## src/rtl/pipe_pkg.sv

```systemverilog
// Shared widths, ALU opcodes and control-word types for the
// 16-bit five-stage pipeline.
package pipe_pkg;

  localparam int DW  = 16;
  localparam int RW  = 4;
  localparam int OPW = 4;

  localparam logic [OPW-1:0] ALU_ADD = 4'h0;
  localparam logic [OPW-1:0] ALU_SUB = 4'h1;
  localparam logic [OPW-1:0] ALU_AND = 4'h2;
  localparam logic [OPW-1:0] ALU_OR  = 4'h3;
  localparam logic [OPW-1:0] ALU_XOR = 4'h4;
  localparam logic [OPW-1:0] ALU_SLL = 4'h5;
  localparam logic [OPW-1:0] ALU_SRL = 4'h6;
  localparam logic [OPW-1:0] ALU_SRA = 4'h7;
  localparam logic [OPW-1:0] ALU_SLT = 4'h8;
  localparam logic [OPW-1:0] ALU_MOV = 4'h9;

  typedef enum logic [1:0] {
    FWD_RF,
    FWD_MEM,
    FWD_WB1,
    FWD_WB2
  } fwd_sel_e;

  typedef struct packed {
    logic           reg_write;
    logic           write_op2;
    logic           mem_read;
    logic           mem_write;
    logic [OPW-1:0] alu_op;
  } ctrl_t;

  function automatic ctrl_t ctrl_bubble();
    ctrl_t c;
    c = '0;
    return c;
  endfunction

endpackage

```

## src/rtl/operand_fwd_mux.sv

```systemverilog
// Per-operand bypass: picks the youngest in-flight writer of rs,
// falling back to register-file data.
module operand_fwd_mux
  import pipe_pkg::*;
(
  input  logic [RW-1:0] rs_i,
  input  logic [DW-1:0] rf_data_i,
  input  logic          mem_valid_i,
  input  logic          mem_reg_write_i,
  input  logic [RW-1:0] mem_rd_i,
  input  logic [DW-1:0] mem_result_i,
  input  logic          wb_valid_i,
  input  logic          wb_reg_write_i,
  input  logic          wb_write_op2_i,
  input  logic [RW-1:0] wb_rd1_i,
  input  logic [RW-1:0] wb_rd2_i,
  input  logic [DW-1:0] wb_data1_i,
  input  logic [DW-1:0] wb_data2_i,
  output logic [DW-1:0] data_o
);

  logic     hit_mem;
  logic     hit_wb1;
  logic     hit_wb2;
  fwd_sel_e sel;

  assign hit_mem = mem_valid_i & mem_reg_write_i
                 & (mem_rd_i == rs_i);
  assign hit_wb1 = wb_valid_i & wb_reg_write_i
                 & (wb_rd1_i == rs_i);
  assign hit_wb2 = wb_valid_i & wb_reg_write_i
                 & wb_write_op2_i & (wb_rd2_i == rs_i);

  always_comb begin
    sel = FWD_RF;
    if (hit_mem)      sel = FWD_MEM;
    else if (hit_wb1) sel = FWD_WB1;
    else if (hit_wb2) sel = FWD_WB2;
  end

  always_comb begin
    data_o = rf_data_i;
    unique case (sel)
      FWD_MEM: data_o = mem_result_i;
      FWD_WB1: data_o = wb_data1_i;
      FWD_WB2: data_o = wb_data2_i;
      default: data_o = rf_data_i;
    endcase
  end

endmodule

```

## src/rtl/id_ex_stage.sv

```systemverilog
// ID/EX stage register with operand forwarding, load-use stall,
// branch flush and external hold.
module id_ex_stage
  import pipe_pkg::*;
(
  input  logic           clk,
  input  logic           rst,
  input  logic           id_valid,
  input  logic [RW-1:0]  id_rs1,
  input  logic [RW-1:0]  id_rs2,
  input  logic [RW-1:0]  id_rd1,
  input  logic [RW-1:0]  id_rd2,
  input  logic           id_reg_write,
  input  logic           id_write_op2,
  input  logic           id_mem_read,
  input  logic           id_mem_write,
  input  logic [OPW-1:0] id_alu_op,
  input  logic [DW-1:0]  id_imm,
  input  logic [DW-1:0]  rf_rdata1,
  input  logic [DW-1:0]  rf_rdata2,
  input  logic           mem_valid,
  input  logic           mem_reg_write,
  input  logic [RW-1:0]  mem_rd,
  input  logic [DW-1:0]  mem_result,
  input  logic           wb_valid,
  input  logic           wb_reg_write,
  input  logic           wb_write_op2,
  input  logic [RW-1:0]  wb_rd1,
  input  logic [RW-1:0]  wb_rd2,
  input  logic [DW-1:0]  wb_data1,
  input  logic [DW-1:0]  wb_data2,
  input  logic           flush,
  input  logic           hold,
  output logic           stall_o,
  output logic           ex_valid,
  output logic [DW-1:0]  ex_op_a,
  output logic [DW-1:0]  ex_op_b,
  output logic [DW-1:0]  ex_imm,
  output logic [OPW-1:0] ex_alu_op,
  output logic [RW-1:0]  ex_rd1,
  output logic [RW-1:0]  ex_rd2,
  output logic           ex_reg_write,
  output logic           ex_write_op2,
  output logic           ex_mem_read,
  output logic           ex_mem_write
);

  logic          valid_q, valid_d;
  ctrl_t         ctrl_q, ctrl_d;
  logic [DW-1:0] op_a_q, op_a_d;
  logic [DW-1:0] op_b_q, op_b_d;
  logic [DW-1:0] imm_q, imm_d;
  logic [RW-1:0] rd1_q, rd1_d;
  logic [RW-1:0] rd2_q, rd2_d;

  logic [DW-1:0] fwd_a;
  logic [DW-1:0] fwd_b;
  ctrl_t         id_ctrl;
  logic          hazard;

  operand_fwd_mux u_fwd_a (
    .rs_i            (id_rs1),
    .rf_data_i       (rf_rdata1),
    .mem_valid_i     (mem_valid),
    .mem_reg_write_i (mem_reg_write),
    .mem_rd_i        (mem_rd),
    .mem_result_i    (mem_result),
    .wb_valid_i      (wb_valid),
    .wb_reg_write_i  (wb_reg_write),
    .wb_write_op2_i  (wb_write_op2),
    .wb_rd1_i        (wb_rd1),
    .wb_rd2_i        (wb_rd2),
    .wb_data1_i      (wb_data1),
    .wb_data2_i      (wb_data2),
    .data_o          (fwd_a)
  );

  operand_fwd_mux u_fwd_b (
    .rs_i            (id_rs2),
    .rf_data_i       (rf_rdata2),
    .mem_valid_i     (mem_valid),
    .mem_reg_write_i (mem_reg_write),
    .mem_rd_i        (mem_rd),
    .mem_result_i    (mem_result),
    .wb_valid_i      (wb_valid),
    .wb_reg_write_i  (wb_reg_write),
    .wb_write_op2_i  (wb_write_op2),
    .wb_rd1_i        (wb_rd1),
    .wb_rd2_i        (wb_rd2),
    .wb_data1_i      (wb_data1),
    .wb_data2_i      (wb_data2),
    .data_o          (fwd_b)
  );

  // Invalid slots must never carry a live write or memory enable.
  always_comb begin
    id_ctrl.reg_write = id_reg_write & id_valid;
    id_ctrl.write_op2 = id_write_op2 & id_valid;
    id_ctrl.mem_read  = id_mem_read  & id_valid;
    id_ctrl.mem_write = id_mem_write & id_valid;
    id_ctrl.alu_op    = id_alu_op;
  end

  assign hazard = valid_q & ctrl_q.mem_read & ctrl_q.reg_write
                & id_valid
                & ((rd1_q == id_rs1) | (rd1_q == id_rs2));

  assign stall_o = hazard & ~hold & ~flush & ~rst;

  always_comb begin
    valid_d = valid_q;
    ctrl_d  = ctrl_q;
    op_a_d  = op_a_q;
    op_b_d  = op_b_q;
    imm_d   = imm_q;
    rd1_d   = rd1_q;
    rd2_d   = rd2_q;
    if (flush || (!hold && hazard)) begin
      valid_d = 1'b0;
      ctrl_d  = ctrl_bubble();
      op_a_d  = '0;
      op_b_d  = '0;
      imm_d   = '0;
      rd1_d   = '0;
      rd2_d   = '0;
    end else if (!hold) begin
      valid_d = id_valid;
      ctrl_d  = id_ctrl;
      op_a_d  = fwd_a;
      op_b_d  = fwd_b;
      imm_d   = id_imm;
      rd1_d   = id_rd1;
      rd2_d   = id_rd2;
    end
  end

  always_ff @(posedge clk or posedge rst) begin
    if (rst) begin
      valid_q <= 1'b0;
      ctrl_q  <= '0;
      op_a_q  <= '0;
      op_b_q  <= '0;
      imm_q   <= '0;
      rd1_q   <= '0;
      rd2_q   <= '0;
    end else begin
      valid_q <= valid_d;
      ctrl_q  <= ctrl_d;
      op_a_q  <= op_a_d;
      op_b_q  <= op_b_d;
      imm_q   <= imm_d;
      rd1_q   <= rd1_d;
      rd2_q   <= rd2_d;
    end
  end

  assign ex_valid     = valid_q;
  assign ex_op_a      = op_a_q;
  assign ex_op_b      = op_b_q;
  assign ex_imm       = imm_q;
  assign ex_alu_op    = ctrl_q.alu_op;
  assign ex_rd1       = rd1_q;
  assign ex_rd2       = rd2_q;
  assign ex_reg_write = ctrl_q.reg_write;
  assign ex_write_op2 = ctrl_q.write_op2;
  assign ex_mem_read  = ctrl_q.mem_read;
  assign ex_mem_write = ctrl_q.mem_write;

endmodule

```

## config.mk

```make
export PLATFORM = sky130hd
export DESIGN_NAME = id_ex_stage
export DESIGN_NICKNAME = d
export VERILOG_FILES = /design/src/rtl/pipe_pkg.sv /design/src/rtl/operand_fwd_mux.sv /design/src/rtl/id_ex_stage.sv
export SDC_FILE = /design/constraint.sdc
export NUM_CORES = 1
export LEC_CHECK = 0
export ABC_AREA = 1
export CAP_MARGIN = 0
export CORE_ASPECT_RATIO = 0.9
export CORE_MARGIN = 2
export CORE_UTILIZATION = 42
export DETAILED_ROUTE_END_ITERATION = 7
export GPL_TIMING_DRIVEN = 0
export PLACE_DENSITY_LB_ADDON = 0.1
export SLEW_MARGIN = 15
export SYNTH_ARGS = -nofsm -noshare
export SYNTH_HDL_FRONTEND = slang
export SYNTH_SLANG_ARGS = --single-unit
```

## constraint.sdc

```tcl
create_clock -name clk -period 2.35 [get_ports clk]
set_input_delay 0.235 -clock clk [delete_from_list [all_inputs] [get_ports clk]]
set_output_delay 0.235 -clock clk [all_outputs]
set_load 0.01 [all_outputs]
```

# After elaboration in Yosys (flattened, before gate mapping)
# Cells that the tools add are included.
[totals] register_bits=65 inputBits=142 elab_cells=75
[op_classes] eq_ne=15 muxes=22 bitwise=24 reduce_logical=3
[ops] operator="two-way mux 16 bit" n=6
[ops] operator="one-hot mux 16 bit (3 select lines)" n=2
[ops] operator="== test 4 bit" n=8
[ops] operator="AND 1 bit" n=20
[ops] operator="two-way mux 4 bit" n=4
[ops] operator="two-way mux 8 bit" n=2
[ops] operator="two-way mux 2 bit" n=6
[ops] operator="== test 2 bit (second input constant)" n=4
[ops] operator="== test 2 x 1 -> 1 bit (second input constant)" n=2
[ops] operator="NOT 1 bit" n=3
[ops] operator="two-way mux 1 bit" n=2
[ops] operator="!= test 2 x 1 -> 1 bit (second input constant)" n=1
[ops] operator="logical AND 1 bit" n=1
[ops] operator="zero test 1 bit" n=1
[ops] operator="logical OR 1 bit" n=1
[ops] operator="OR 1 bit" n=1

# Logic depth before layout (Yosys ltp)
# Gate-level depths: netlist of the first run.
[depth] ltp_word=10 depth_mapped=12

# By module
# A second synthesis of the first run with hierarchy kept.
[unflattened] hier_cells=737 hier_area_um2=4962.3
[by_module_without_submodules] module="id_ex_stage" instances=1 cells_per_inst=341 area_each_um2=2987.9 seq_area_each_um2=1626.6
[by_module_without_submodules] module="operand_fwd_mux" instances=2 cells_per_inst=198 area_each_um2=987.2 seq_area_each_um2=0.0

# Least setup slack after synthesis of the first run
# OpenSTA, ideal clock, no wires.
[synth_timing] path_type="register -> register" start="register rd1_q[0] (netlist: ex_rd1[0])" end="register ctrl_q, in the netlist ex_alu_op[0]" setup_time_ps=116 arrival_time_ps=1350 t_required_ps=2234 slack_ps=884 stages_incl_launch_ff=11 path_cell_list="dfrtp_1 xor2_1 nor2_1 nand2_1 nand2_1 nand2_1 nand2_2 clkinv_2 buf_6 nand2_1 nand2_1"
[synth_between] elab_chain_cells=6
[synth_rtl] item="from (decl)" line_no="id_ex_stage.sv:53" source="logic [RW-1:0] rd1_q, rd1_d;"
[synth_rtl] item="from (signal assigned)" line_no="id_ex_stage.sv:152" source="rd1_q <= rd1_d;"
[synth_rtl] item="== test 4 bit" line_no="id_ex_stage.sv:106" source="& ((rd1_q == id_rs1) | (rd1_q == id_rs2));"
[synth_rtl] item="OR 1 bit *" line_no="id_ex_stage.sv:106"
[synth_rtl] item="AND 1 bit *" line_no="id_ex_stage.sv:106"
[synth_rtl] item="logical AND 1 bit *" line_no="id_ex_stage.sv:118" source="if (flush || (!hold && hazard)) begin"
[synth_rtl] item="logical OR 1 bit *" line_no="id_ex_stage.sv:118"
[synth_rtl] item="!= test 2 x 1 -> 1 bit (no source line) or two-way mux 8 bit (tied branches)"
[synth_rtl] item="to (signal assigned)" line_no="id_ex_stage.sv:148" source="ctrl_q <= ctrl_d;"
[synth_rtl] item="to (decl)" line_no="id_ex_stage.sv:49" source="ctrl_t ctrl_q, ctrl_d;"
# Mark *: on every way between the ends. The rest lies on a longest branch, timed or not.
# A chain may end at the register's enable or synchronous reset.

# Final worst setup path of the first run
[layout_timing] start="input id_rs2[2]" end="register op_b_q[14] (netlist: ex_op_b[14])"
[layout_between] elab_chain_cells=9
[layout_rtl] item="from (decl)" line_no="id_ex_stage.sv:10" source="input logic [RW-1:0] id_rs2,"
[layout_rtl] item="== test 4 bit" line_no="operand_fwd_mux.sv:32" source="& wb_write_op2_i & (wb_rd2_i == rs_i);"
[layout_rtl] item="AND 1 bit" line_no="operand_fwd_mux.sv:32"
[layout_rtl] item="two-way mux 2 bit" line_no="operand_fwd_mux.sv:38" source="else if (hit_wb2) sel = FWD_WB2;"
[layout_rtl] item="two-way mux 2 bit" line_no="operand_fwd_mux.sv:37" source="else if (hit_wb1) sel = FWD_WB1;"
[layout_rtl] item="two-way mux 2 bit" line_no="operand_fwd_mux.sv:36" source="if (hit_mem) sel = FWD_MEM;"
[layout_rtl] item="== test 2 bit or == test 2 x 1 -> 1 bit (tied branches)" line_no="operand_fwd_mux.sv:43" source="unique case (sel)"
[layout_rtl] item="one-hot mux 16 bit (3 select lines)" line_no="operand_fwd_mux.sv:43"
[layout_rtl] item="two-way mux 16 bit" line_no="id_ex_stage.sv:126" source="end else if (!hold) begin"
[layout_rtl] item="two-way mux 16 bit" line_no="id_ex_stage.sv:118"
[layout_rtl] item="to (signal assigned)" line_no="id_ex_stage.sv:150" source="op_b_q <= op_b_d;"
[layout_rtl] item="to (decl)" line_no="id_ex_stage.sv:51" source="logic [DW-1:0] op_b_q, op_b_d;"
# Several ways; a longest one is shown, not always the timed one. The select of a mux whose other input is x is not followed.

==> results of run 1 <==
[cells in the mapped netlist (5+ instances only)]
library cell    n  area, um^2
nor2_1         73         274
buf_6           5        56.3
dfrtp_1        65        1630
buf_2          12        60.1
xnor2_1         7        61.3
inv_2           9        33.8
nor2_2         14        87.6
xor2_1          6        52.6
nand2_1       274        1030
inv_1          36         135
clkbuf_1       10        37.5
nand4_1        16         100
nand3_1       110         551
[state kept, by name, indices dropped and copies added, names as in the netlist]
signal / flops
ex_alu_op: 4
ex_imm: 16
ex_mem_read: 1
ex_mem_write: 1
ex_op_a: 16
ex_op_b: 16
ex_rd1: 4
ex_rd2: 4
ex_reg_write: 1
ex_valid: 1
ex_write_op2: 1
[report_power, final]
| part | total [mW] | internal [mW] | switching [mW] |
|---|---|---|---|
| combinational | 0.855 | 0.442 | 0.412 |
| clock | 1.24 | 0.739 | 0.500 |
| sequential | 1.23 | 1.19 | 0.0423 |
[through the flow]
stage,cells,area (um^2),TNS [ps]
after floorplan,667,4390,0
after global placement,1002,6620,-45800
after detailed placement,1003,6650,-807
after CTS,1019,6920,0
after global routing,1019,6930,0
final,1019,6930,0
[worst min path at each step]
stage               slack (ps)  depth (start not counted)                  endpoint             startpoint
floorplan                  340                          2  ex_alu_op[0]$_DFFE_PP0P_           id_alu_op[0]
global placement           460                          2     ex_imm[8]$_DFFE_PP0P_  ex_imm[8]$_DFFE_PP0P_
detailed placement         460                          2     ex_imm[4]$_DFFE_PP0P_  ex_imm[4]$_DFFE_PP0P_
CTS                        240                          2    ex_op_a[5]$_DFFE_PP0P_                    rst
global route               280                          2    ex_op_a[5]$_DFFE_PP0P_                    rst
finish                     230                          2    ex_op_a[5]$_DFFE_PP0P_                    rst
[metal layers]
metal / vias up / GRT usage [%]
met1: 2409 / 35.0
met3: 28 / 8.00
met5: - / 0
met4: 0 / 7.41
li1: 2541 / -
met2: 288 / 47.4
[timing repair]
| item | in CTS | in global routing |
|---|---|---|
| hold buffers | 0 | 0 |
| pin swaps | 0 | 0 |
| gates resized for setup | 3 | 3 |
| endpoints found under the setup margin | 1 | 1 |
| gates cloned | 0 | 0 |
[cells by family after synthesis]
group / count (synthesis) / share of synthesized area [%]
buffers and inverters: 76 / 8.15
AND/OR/NAND/NOR: 506 / 51.1
flip-flops: 65 / 37.0
XOR/XNOR: 14 / 2.96
AO/OA/AOI/OAI: 6 / 0.798
[cell type report]
| cell class | count | area (um^2) | share of cell area (%) |
|---|---|---|---|
| Clock inverter | 5 | 31.3 | 0.452 |
| Clock buffer | 11 | 243 | 3.50 |
| Tap cell | 129 | 161 | 2.33 |
| Timing Repair Buffer | 207 | 2090 | 30.2 |
| Inverter | 46 | 176 | 2.55 |
| Buffer | 30 | 184 | 2.65 |
| Sequential cell | 65 | 1630 | 23.5 |
| Multi-Input combinational cell | 526 | 2410 | 34.8 |
[worst register-to-register path, cell delays in order, from the launching register on]
cell and delay, ps:
dfrtp_1 450, xor2_1 190, nor2_1 90, nand2_1 70, nand2_2 130, nand2_1 100
nand2_2 210, buf_2 320, nor2_1 70, nand2_1 100, nand2_1 60
==> results by group, run 1 <==
STA
  – Max-slew violations: 0
  – Final min period: 1910 ps
  – Tightest hold margin: ~230 ps
  – Worst slew pin tran: 614 ps
  – Clk_skew: ~5 ps
  – Setup Viol. Count Final: 0
  – RSZ-0062 raised after global routing: false
  – Final setup margin: between 400 and 500 ps
  – Slew margin rel.: about three fifths
  – Period utilisation layout: 81.4%
  – Maximum clock frequency: 0.523 GHz
  – Final hold vios: 0

Worst setup path
  – Critical Path RT: 2610 ps
  – CP max FO: 10
  – Stages on the worst setup path: 10
  – CP arrival: 2180 ps
  – Reg2reg path depth: 10
  – Critical path destination: ex_op_b[14]$_DFFE_PP0P_
  – Top cell family by delay on the critical path: buffers and inverters
  – Worst Setup SP: id_rs2[2]
  – Worst Path Buf+Inv: 3
  – Worst path most repeated cell: nand2_1
  – Critical path capture point type: flip-flop
  – CP max stage delay: 580 ps
  – Slowest library cell on the worst path: clkdlybuf4s50_1
  – RR Startpoint: ex_rd1[3]$_DFFE_PP0P_
  – Worst r2r dst: ex_op_a[13]$_DFFE_PP0P_
  – Flop-to-flop setup slack: between 400 and 500 ps
  – WS Path Type: in -> reg
  – Critical-path cell list: clkdlybuf4s50_1 -> inv_2 -> nand2_1 -> nand2_1 -> nor2_4 -> clkbuf_1 -> nand3_1 -> nand3_1 -> nand2_1 -> nand2_1
  – Crit start category: input pin

Placement
  – Number of port buffers: slightly above 200
  – Final HPWL DP: 12,200 um
  – GPL Wtd Cong: 0.890
  – Pre-CTS setup slack: -110 ps

GRT
  – Largest net degree at the start of global routing: 48
  – Vias in the first global route: 5,108
  – First-pass GRT wire length: 25,000 um
  – Initial antenna violation count: 0
  – All-Layer GR Usage: 27.8%
  – Final global-route overflow total: 0

Yosys
  – Number of synthesized flops with an enable pin: 0
  – Commonest register cell after synthesis: dfrtp_1
  – Register area share after synthesis: 37.0%
  – Syn. warnings: 0
  – Syn_nets: 809
  – Yosys reg bits: 65
  – Async set-reset flop share out of synthesis: 100%
  – Synthesized instance count: 667
  – Synth Cell Area: approximately 0.0044 mm^2
  – Synthesized area per cell: about 6.6 um^2
  – Count of different cell masters after synthesis: 30

Pwr
  – Leakage: between 3 and 4 nW
  – Total Power: between 3 and 4 mW
  – Cell Pwr Density: 480 mW/mm^2
  – VDD IR max: between 0.0004 and 0.0005 V

Route
  – Top Layer Used: met4
  – # DRC: 0
  – WL met3: about 1800 um
  – Met2 WL: ~7500 um
  – WL/cell: 15.5 um
  – Drt pass-1 iters: 5
  – Post-Route WL: about 16,000 um
  – Via count: 5,266
  – Vias/cell: 5.17
  – Remaining antenna violation count: 0
  – Met1 WL: 6230 um
  – Initial DRC count: 470

Worst hold path
  – Class of the worst hold path: in -> async

Finish
  – Diodes inserted: 0
  – Core Util, Final: 67.9%
  – Area delta synth->final: 57.7%
  – Most frequent cells in the layout: 273 x nand2_1, 201 x clkdlybuf4s50_1, 110 x nand3_1, 73 x nor2_1, 65 x dfrtp_1
  – Layout cell share with drive strength beyond 1: slightly below 9%
  – Commonest non-fill, non-tap cell in the layout: nand2_1
  – Final #Nets: 1,027
  – Filler Cell Count: 894

Die
  – IO Pins: 208
  – Initial Util: between 40% and 50%
  – Die Y: 101 um
  – CORE AREA: 0.0102 mm^2
  – Die Wd: 112 um
  – Core Rows: 35
  – Total die area: between 0.01 and 0.015 mm^2

Run
  – Max-cap violation count: 0

Clock tree
  – H-tree level count: 3
  – Setup Buffers After CTS: 0
  – Num CTS Buffers: 9
  – Clk_lat worst skew: 330 ps
  – Clock sinks: 65
  – CTS root buffer: clkbuf_16
  – Clock Path Buffers: 2
  – CTS tree: yes
  – Worst-path clk slew: 60 ps

Status
  – Outcome: completed
(Power assumes the default switching activity.)
==> inputs of run 2 (changes only) <==
Settings changed: CORE_UTILIZATION 42 to 38.
Clock period 2.35 ns to 1.7 ns, I/O delays scaled along.
==> run 2 against run 1 <==
  * Global-route usage shrank 1.0 points
  * Critical path depth decreased by 3
  * Largest power group unchanged
  * The flow now finishes with violations (setup timing)
  * Largest cell class unchanged
  * Total power grew 44%
==> results by group, run 2 (synthesized netlist as in run 1, its figures left out) <==
Status
  – Outcome: finished, violations left
  – Failing checks: setup timing

Clock tree
  – Hold_buf cts: 0 (unchanged)
  – CTS root buffer: clkbuf_16
  – Clock Path Buffers: 2 (unchanged)
  – H-tree level count: 3 (unchanged)
  – Worst-path clk slew: 60 ps (about the same)
  – Clock sinks: 65 (unchanged)
  – CTS tree: yes
  – Clk_lat worst skew: 330 ps (about the same)
  – Num CTS Buffers: 9 (unchanged)

Finish
  – Post-route cell area: 0.00731 mm^2 (+5.5%)
  – Area occupied by multi-input gates: 0.00252 mm^2 (+4.4%)
  – Layout cell share with drive strength beyond 1: 13.4% (+4.7 points)
  – Filler Cell Count: 1,067 (+19%)
  – Most frequent cells in the layout: 271 x nand2_1, 197 x clkdlybuf4s50_1, 108 x nand3_1, 69 x nor2_1, 64 x dfrtp_1
  – Diodes inserted: 0 (unchanged)
  – Final #Nets: 1,053 (+2.5%)
  – Register Area: 0.00163 mm^2 (about the same)
  – Commonest non-fill, non-tap cell in the layout: nand2_1
  – Area delta synth->final: 66.3%
  – Core Util, Final: 64.4% (-3.5 points)

Worst setup path
  – Flop-to-flop setup slack: 30 ps (-420 ps)
  – CP max FO: 3 (-7)
  – Critical-path cell list: xor2_1 -> nor2_1 -> nand2_1 -> nand2_4 -> nand2_4 -> nor3_2 -> buf_2
  – Worst Path Buf+Inv: 1 (-2)
  – Critical path capture point type: primary output
  – CP arrival: 1560 ps (-620 ps)
  – Worst path most repeated cell: nand2_4
  – Crit start category: flip-flop
  – Worst r2r dst: ex_rd1[3]$_DFFE_PP0P_
  – Slowest library cell on the worst path: dfrtp_2
  – Reg2reg path depth: 10 (unchanged)
  – WS Path Type: reg -> out
  – Critical Path RT: 1530 ps (-1080 ps)
  – CP max stage delay: 430 ps (-150 ps)
  – Top cell family by delay on the critical path: simple AND/OR/NAND/NOR gates
  – RR Startpoint: ex_rd1[3]$_DFFE_PP0P_

GRT
  – First-pass GRT wire length: 26,700 um (+6.8%)
  – All-Layer GR Usage: 26.8% (-1.0 points)
  – Final global-route overflow total: 0 (unchanged)
  – Vias in the first global route: 5,337 (+4.5%)
  – Initial antenna violation count: 0 (unchanged)
  – Largest net degree at the start of global routing: 35 (-27%)

Worst hold path
  – WHS Path Cells: 3
  – Hold Crit Start: id_imm[8]
  – Class of the worst hold path: in -> reg
  – Worst Hold Path EP: ex_imm[8]$_DFFE_PP0P_

Pwr
  – Cell Pwr Density: 656 mW/mm^2 (+37%)
  – Switching power: 1.36 mW (+43%)
  – Combinational power share: 26.4% (+0.7 points)
  – Clk pwr share: 38.2% (+0.9 points)
  – Net Sw Frac: 28.4% (-0.32 points)
  – Flop pwr share: 35.4% (-1.6 points)
  – VDD IR max: 0.000439 V (-2.8%)
  – Internal: 3.43 mW (+45%)
  – Leakage: 3.58 nW (+5.0%)

STA
  – Maximum clock frequency: 0.579 GHz
  – Period utilisation layout: 102%
  – Slew margin rel.: 47.9% (-11 points)
  – Final setup margin: -26.6 ps (-464 ps)
  – Worst slew pin tran: 780 ps (+166 ps)
  – Clk_skew: 3.53 ps (-1.34 ps)
  – Setup Viol. Count Final: 1 (+1)
  – Final min period: about 1700 ps
  – Tightest hold margin: 365 ps (+132 ps)
  – RSZ-0062 raised after global routing: true
  – Final hold vios: 0 (unchanged)
  – Max-slew violations: 0 (unchanged)

Run
  – Max-cap violation count: 0 (unchanged)

Die
  – Die Y: 106 um (+4.9%)
  – Initial Util: 38.7% (-4.3 points)
  – CORE AREA: 0.0113 mm^2 (+11%)
  – Die Wd: 117 um (+4.9%)
  – Core Rows: 37 (+5.7%)
  – Total die area: 0.0124 mm^2 (+10%)
  – IO Pins: 208 (unchanged)

Placement
  – Final HPWL DP: 12,400 um (+1.3%)
  – GPL Wtd Cong: 0.858 (-3.7%)
  – Number of port buffers: 206 (unchanged)
  – Placed cell area: 0.00667 mm^2 (+0.41%)

Route
  – Post-Route WL: 16,300 um (+3.2%)
  – Remaining antenna violation count: 0 (unchanged)
  – # DRC: 0 (unchanged)
  – WL/cell: 15.2 um (-1.9%)
  – Drt pass-1 iters: 5 (unchanged)
  – Initial DRC count: 404 (-14%)
  – Via count: 5,283 (+0.32%)
  – Vias/cell: 4.93 (-4.6%)
run 2: changes by cell type in the layout (fill, tap and decap cells not counted), sizes merged:
cell,before,now
dlymetal6s2s,3,2
clkinv,5,6
buf,21,47
clkdlybuf4s50,201,197
bufinv,0,1
inv,45,44
dlygate4sd2,2,6
run 2: worst max path at each step:
stage / from / end / slack (ps) / cells after the start
after detailed placement: id_rs1[0] / stall_o / -660 / 8
after floorplan: ex_rd1[0]$_DFFE_PP0P_ / ex_alu_op[0]$_DFFE_PP0P_ / 230 / 10
after global routing: ex_rd1[3]$_DFFE_PP0P_ / stall_o / -100 / 7
final: ex_rd1[3]$_DFFE_PP0P_ / stall_o / -30 / 7
after global placement: id_rs1[0] / stall_o / -620 / 8
after CTS: ex_rd1[3]$_DFFE_PP0P_ / stall_o / -40 / 7
run 2: tightest hold or removal path, stage by stage:
cell and delay, ps:
clkdlybuf4s50_1 390, nand2_1 60, nand2_1 40
run 2: metrics by stage:
stage | std cells | power (mW) | setup TNS, ps | setup WS, ps
finish | 1072 | 4.79 | -26.6 | -26.6
global route | 1072 | 5.02 | -1530 | -102
CTS | 1054 | 4.77 | -43.7 | -43.7
detailed placement | 1030 | 2.90 | -36880 | -655
global placement | 1029 | 2.88 | -38570 | -622
floorplan | 667 | 2.20 | 0 | 234
run 2: what timing repair did:
item | in CTS | in global routing
resized for setup | 25 | 38
setup endpoints to repair | 64 | 51
pin swaps | 5 | 9
buffers inserted | 8 | 18
hold endpoints to repair | 0 | 0
run 2: metal layers:
metal | GRT usage [%] | part of all wire [%]
met3 | 7.83 | 9.3
met4 | 8.26 | 1.6
met1 | 33.1 | 42
met5 | 0 | 0
met2 | 45.6 | 47
run 2: power by group through the flow:
stage          Combinational, mW  Clock [mW]  Sequential, mW
2_1_floorplan              0.433           0            1.77
3_5_place_dp                1.18           0            1.73
5_1_grt                     1.37        1.93            1.71
4_1_cts                     1.21        1.86            1.70
6_report                    1.26        1.83            1.70
3_3_place_gp                1.16           0            1.72
run 2: final cells by class:
cell class	count	area share, %
repair buffers	233	31.1
inverters	46	2.52
flip-flops and latches	65	22.3
clock inverters	6	0.805
plain buffers	30	3.07
well taps	156	2.67
clock buffers	10	3.13
multi-input cells	526	34.5
